### config.mk
export PLATFORM = sky130hd
export DESIGN_NAME = key_debounce
export DESIGN_NICKNAME = d
export VERILOG_FILES = /design/src/rtl/key_debounce.sv
export SDC_FILE = /design/constraint.sdc
export NUM_CORES = 1
export LEC_CHECK = 0
export BUFFER_PORTS_ARGS = -buffer_cell sky130_fd_sc_hd__buf_2
export CORE_UTILIZATION = 30
export CTS_CLUSTER_DIAMETER = 80
export DETAILED_ROUTE_END_ITERATION = 16
export GPL_TIMING_DRIVEN = 0
export SLEW_MARGIN = 20
export SYNTH_ARGS = -nofsm -noshare
export SYNTH_HDL_FRONTEND = slang
export SYNTH_SLANG_ARGS = --single-unit
### constraint.sdc
create_clock -name clk -period 5.14 [get_ports clk]
set_input_delay 0.257 -clock clk [delete_from_list [all_inputs] [get_ports clk]]
set_output_delay 0.257 -clock clk [all_outputs]
set_load 0.02 [all_outputs]
### src/rtl/key_debounce.sv
// key_debounce: two-flop synchroniser and per-key debouncer for the piano
// key inputs. A free-running prescaler produces a shared tick. A key's new
// level is accepted after DB_TICKS consecutive ticks of disagreement with
// the debounced state. Accepted transitions produce registered one-cycle
// press/release strobes and a change flag.
module key_debounce #(
    parameter int N_KEYS   = 8,
    parameter int TICK_DIV = 50000,
    parameter int DB_TICKS = 20
) (
    input  logic              clk,
    input  logic              rst_n,
    input  logic [N_KEYS-1:0] keys,
    output logic [N_KEYS-1:0] chord,
    output logic [N_KEYS-1:0] press,
    output logic [N_KEYS-1:0] rel,    // release strobe; "release" is a reserved word
    output logic              chg
);

    localparam int PW = (TICK_DIV > 1) ? $clog2(TICK_DIV) : 1;
    localparam int CW = $clog2(DB_TICKS) + 1;
    localparam logic [PW-1:0] PC_LAST  = PW'(TICK_DIV - 1);
    localparam logic [CW-1:0] CNT_LAST = CW'(DB_TICKS - 1);

    logic [N_KEYS-1:0] s1;
    logic [N_KEYS-1:0] s;
    logic [PW-1:0]     pc;
    logic              tick;
    logic [CW-1:0]     cnt [N_KEYS];
    logic [N_KEYS-1:0] acc;

    // With TICK_DIV=1 PC_LAST is 0 and pc never leaves 0, so tick is stuck at 1.
    assign tick = (pc == PC_LAST);

    // Two-flop synchroniser for the asynchronous key levels.
    always_ff @(posedge clk or negedge rst_n) begin
        if (!rst_n) begin
            s1 <= '0;
            s  <= '0;
        end else begin
            s1 <= keys;
            s  <= s1;
        end
    end

    // Free-running prescaler; key activity never restarts it.
    always_ff @(posedge clk or negedge rst_n) begin
        if (!rst_n) begin
            pc <= '0;
        end else if (tick) begin
            pc <= '0;
        end else begin
            pc <= pc + PW'(1);
        end
    end

    // A key is accepted on the tick that would complete its DB_TICKS-th count.
    always_comb begin
        acc = '0;
        for (int i = 0; i < N_KEYS; i++) begin
            acc[i] = (s[i] != chord[i]) && tick && (cnt[i] == CNT_LAST);
        end
    end

    // Per-key tick counters; any agreement wipes the count (no partial credit).
    always_ff @(posedge clk or negedge rst_n) begin
        if (!rst_n) begin
            for (int i = 0; i < N_KEYS; i++) begin
                cnt[i] <= '0;
            end
        end else begin
            for (int i = 0; i < N_KEYS; i++) begin
                if ((s[i] == chord[i]) || acc[i]) begin
                    cnt[i] <= '0;
                end else if (tick) begin
                    cnt[i] <= cnt[i] + CW'(1);
                end
            end
        end
    end

    // Debounced state and strobes all update on the acceptance edge.
    always_ff @(posedge clk or negedge rst_n) begin
        if (!rst_n) begin
            chord <= '0;
            press <= '0;
            rel   <= '0;
            chg   <= 1'b0;
        end else begin
            chord <= chord ^ acc;
            press <= acc & s;
            rel   <= acc & ~s;
            chg   <= |acc;
        end
    end

endmodule
Word level (Yosys, flattened, before mapping)

Index checks and enable logic that the tools add are counted.

Add/sub/neg operators: 9
Equality and inequality tests: 25
Reductions and logical operators: 33
Mux-type cells: 17
Bitwise operators: 4

Operators by type and width:

| cell                                                             | count |
|---|---|
| 6-bit 2-to-1 mux                                                 | 16 |
| 6-bit by 1-bit adder with 6-bit output (second input constant)   | 8 |
| 6-bit by 5-bit == test with 1-bit output (second input constant) | 8 |
| 16-bit by 1-bit adder with 16-bit output (second input constant) | 1 |
| 8-bit bitwise AND                                                | 2 |
| 16-bit == test (second input constant)                           | 1 |
| 1-bit logical AND                                                | 16 |
| 16-bit 2-to-1 mux                                                | 1 |
| 2-bit nonzero test                                               | 8 |
| 1-bit == test                                                    | 8 |
| 1-bit logical OR                                                 | 8 |
| 1-bit != test                                                    | 8 |
| 8-bit NOT                                                        | 1 |
| 8-bit OR reduction                                               | 1 |
| 8-bit bitwise XOR                                                | 1 |

Bits of input ports: 10
Output and inout bits: 25
Register bits after elaboration: 105
Word-level logic and storage cells: 103

Depth between registers and ports, before layout

Depth after elaboration: 5
Gate-level depth with buffers: 8
Depth with buffers taken out: 5

Worst setup path before layout

OpenSTA, ideal clock, no wires.

Kind: register to register
Start: register pc[12]
End: register chord[2]
Path slack: 3.165 ns
Library setup time: 0.125 ns
Arrival: 1.851 ns
Stages on the path, launching flop included: 5
Buffers on the path: 0
Required time: 5.015 ns
Period minus slack after synthesis: 1.975 ns
Cell sequence: dfrtp_1 or4bb_4 nor4_4 nand3_1 mux2_2

Cells in the longest elaborated chain, start to end: 4

Ends and longest elaborated chain:

| item                            | RTL line | text |
|---|---|---|
| from (decl)                     | 27       | `logic [PW-1:0] pc;` |
| from (signal assigned)          | 53       | `pc <= pc + PW'(1);` |
| 16-bit == test                  | 33       | `assign tick = (pc == PC_LAST);` |
| 1-bit logical AND (2 in series) | 61       | `acc[i] = (s[i] != chord[i]) && tick && (cnt[i] == CNT_LAST);` |
| 8-bit bitwise XOR               | 90       | `chord <= chord ^ acc;` |
| to (signal assigned)            | 90       |  |
| to (decl)                       | 14       | `output logic [N_KEYS-1:0] chord,` |

No other way between the ends.
A chain may end at the register's enable or synchronous reset.

Worst setup path after layout

Start: register pc[0]
End: register cnt[31] in the netlist's numbering

Cells in the longest elaborated chain, start to end: 5
Elaborated cells between the ends (all ways): 6
Classes of those cells: eq/ne (1); mux (1); reduce/logical (4)

Ends and longest elaborated chain:

| item                                                   | RTL line | text |
|---|---|---|
| 16-bit == test (*)                                     | 33       |  |
| 1-bit logical AND (2 in series)                        | 61       |  |
| 1-bit logical OR                                       | 73       | `if ((s[i] == chord[i]) \|\| acc[i]) begin` |
| 6-bit 2-to-1 mux or 2-bit nonzero test (tied branches) | n/a      |  |
| to (signal, indexed assignment)                        | 76       | `cnt[i] <= cnt[i] + CW'(1);` |
| to (decl)                                              | 29       | `logic [CW-1:0] cnt [N_KEYS];` |

Mark *: on every way between the ends. The rest lies on a longest branch, timed or not.

==> out/metrics.cfg <==
[run_status]
status=completed

[drt]
drtAntennaViolNets=0
avgViaCountPerCell=5.02
drcViolationCount=0
wl_per_cell_um=14.4
drt_pass1_iterations=4
wl_um=10100
drt_first_iter_violations=244
num_vias=3522

[worst_setup_path]
cp-start-kind=flop
path_cells=ha_1 -> and3_1 -> nand4_1 -> clkbuf_1 -> clkbuf_1 -> buf_2 -> nand2_1 -> a21oi_1
slowest_delay_ns=0.51
crit_type=reg2reg
cp.arrival_ns=3.03
worstSetupEndpointType=flop
path_common_cell=clkbuf_1
critPathMaxFanout=10
crit_required_ns=5.41
slowest_stage=clkbuf_1

[final_layout]
area_growth_pct=17.9
fin_util=0.363
drive_gt1_frac=0.145
fill_cells=1499
diodes=0
multi_input_area_um2=1980
fin_nets=505
regArea_um2=2630

[timing]
slew_viol_final=0
hold_violations=0
worst_slack_ns=2.39
hold-worst-slack_ns=0.00958
min_period_ns=2.75
setup_viol=0
fin_skew_ns=0.0113
tns_ns=0
fmax_mhz=363
min_period_over_period=0.535
rsz0062_at_grt=false
maxSlewHeadroom=0.514
tightest_slew_ns=0.723

[synthesis]
synth_common_cells=105 x dfrtp_1, 40 x a21oi_1, 38 x nand2_1
synth_fp_nets=454
synth-seq-area-share=0.560
yosys.cell_types.count=43
synthCells=435
async_flop_share=1.00
syn_avg_cell_area_um2=10.8
yosys.area.top_type_share=0.560
yosysTopAreaCell=dfrtp_1
synthTopCellsByArea=dfrtp_1 56%, a21oi_1 4.3%, xnor2_1 3.5%
yosys_warnings=0
ys_seq_elements=105
yosys_most_used_dff=dfrtp_1
yosysMostFrequentCell=dfrtp_1
post_synth_instance_area_um2=4690
synth_edf_count=0

[global_routing]
grt_use_total=0.135
grt_max_degree=83
grt_pass1_wl_um=17000
grt_antenna_before_repair=0
grt_pass1_vias=3450
globalRoute.totalOverflow=0

[floorplan]
die_w_um=127
ios=35
start_util=0.308
rows=45
core_area_um2=15300
die_y_um=127
die_area_um2=16100

[clocking]
clk_path_buf_depth=2
clock_sinks=105
clk_pin_slew_ns=0.07
cts_tree=built
h-tree-depth=3
cts_buffers=9
clock-root-buffer=clkbuf_16
clk_latency_ns=0.36
postCtsSetupBuffers=0

[place]
place.gp.congestion=0.823
io_buffers=34
place_ws_ns=2.37
dpl.hpwl_um=6830

[hold_path]
min-delay-path-class=in2reg

[power]
peakVddDrop_mv=0.173
pwr_density_cell_nw_per_um2=292
p_leak_nw=2.37

[job]
drv_cap=0

[cell type report]
type,count,share of cell area
plain buffers,10,0.00814
clock inverters,6,0.0165
multi-input cells,309,0.358
well taps,211,0.0477
repair buffers,40,0.0459
flip-flops and latches,105,0.475
clock buffers,10,0.0414
inverters,11,0.00746
[per-stage QoR]
step | instances | area (µm²) | total power, mW
3_5_place_dp | 681 | 5160 | 0.889
5_1_grt | 702 | 5530 | 1.68
4_1_cts | 702 | 5530 | 1.64
2_1_floorplan | 435 | 4690 | 0.861
6_report | 702 | 5530 | 1.62
3_3_place_gp | 680 | 5130 | 0.885
[logic make-up (layout without fill, tap and decap cells)]
family | Yosys count | count (layout) | synth area share
multiplexers | 9 | 9 | 0.0211
flip-flops | 105 | 105 | 0.560
buffers and inverters | 21 | 77 | 0.0184
XOR/XNOR | 28 | 28 | 0.0523
AND/OR/NAND/NOR | 174 | 174 | 0.220
adder cells (fa/ha/maj) | 9 | 9 | 0.0240
AO/OA/AOI/OAI | 89 | 89 | 0.105
[report_power, final]
| part | total, mW | internal [mW] | switching, mW |
|---|---|---|---|
| combinational | 0.0377 | 0.0122 | 0.0255 |
| sequential | 0.836 | 0.832 | 0.00427 |
| clock | 0.743 | 0.430 | 0.313 |
[worst max-delay path, delay by kind of cell, from the launching register on]
family / cells / cell delay, ns
flops: 1 / 0.41
simple gates: 3 / 0.50
compound gates: 1 / 0.14
buf+inv: 3 / 1.35
fa+ha+maj: 1 / 0.27
[registers in the layout (all words and copies together) (netlist names)]
| signal | cells |
|---|---|
| cnt | 48 |
| s1 | 8 |
| pc | 16 |
| press | 8 |
| chord | 8 |
| s | 8 |
| rel | 8 |
| chg | 1 |
[layout by cell type, fill, tap and decap left out, types with 3 or more instances in the layout]
cell	count
nor4_1	3
and2_1	3
nand3_1	25
or3_1	26
nand4_1	7
dlygate4sd3_1	5
nor3b_1	16
dfrtp_1	105
nand2_1	38
clkbuf_1	7
nor4b_1	6
inv_1	11
a21o_1	3
clkbuf_16	9
a21oi_1	40
and4_1	8
xnor2_1	19
nor3_1	4
o21ai_0	33
o31ai_1	4
ha_1	9
xor2_1	9
nor2_1	20
or4_1	4
mux2_2	7
and3_1	3
buf_2	36
[final timing paths]
path | from | endpoint | cells past startpoint | slack, ns
max | pc[0] | cnt[31] | 8 | 2.39
min | keys[7] | s1[7] | 1 | 0.01
max reg2reg | pc[0] | cnt[31] | 8 | 2.39
min reg2reg | s1[7] | s[7] | 0 | 0.35
max in group asynchronous | rst_n | pc[8] | 3 | 4.15
min in group asynchronous | rst_n | cnt[2] | 2 | 0.32
[routing by layer]
metal | global-route usage | routed length [µm] | vias to the layer above
met1 | 0.168 | 4550 | 1765
met4 | 0.0518 | 176 | 0
met3 | 0.0385 | 372 | 14
met5 | 0 | 0 | -
met2 | 0.223 | 4990 | 61
li1 | - | - | 1682
[what timing repair did]
action	CTS	global route
hold buffers	5	0
gates resized for setup	0	0
endpoints found under the hold margin	27	0
Power figures use the tool's default switching activity.
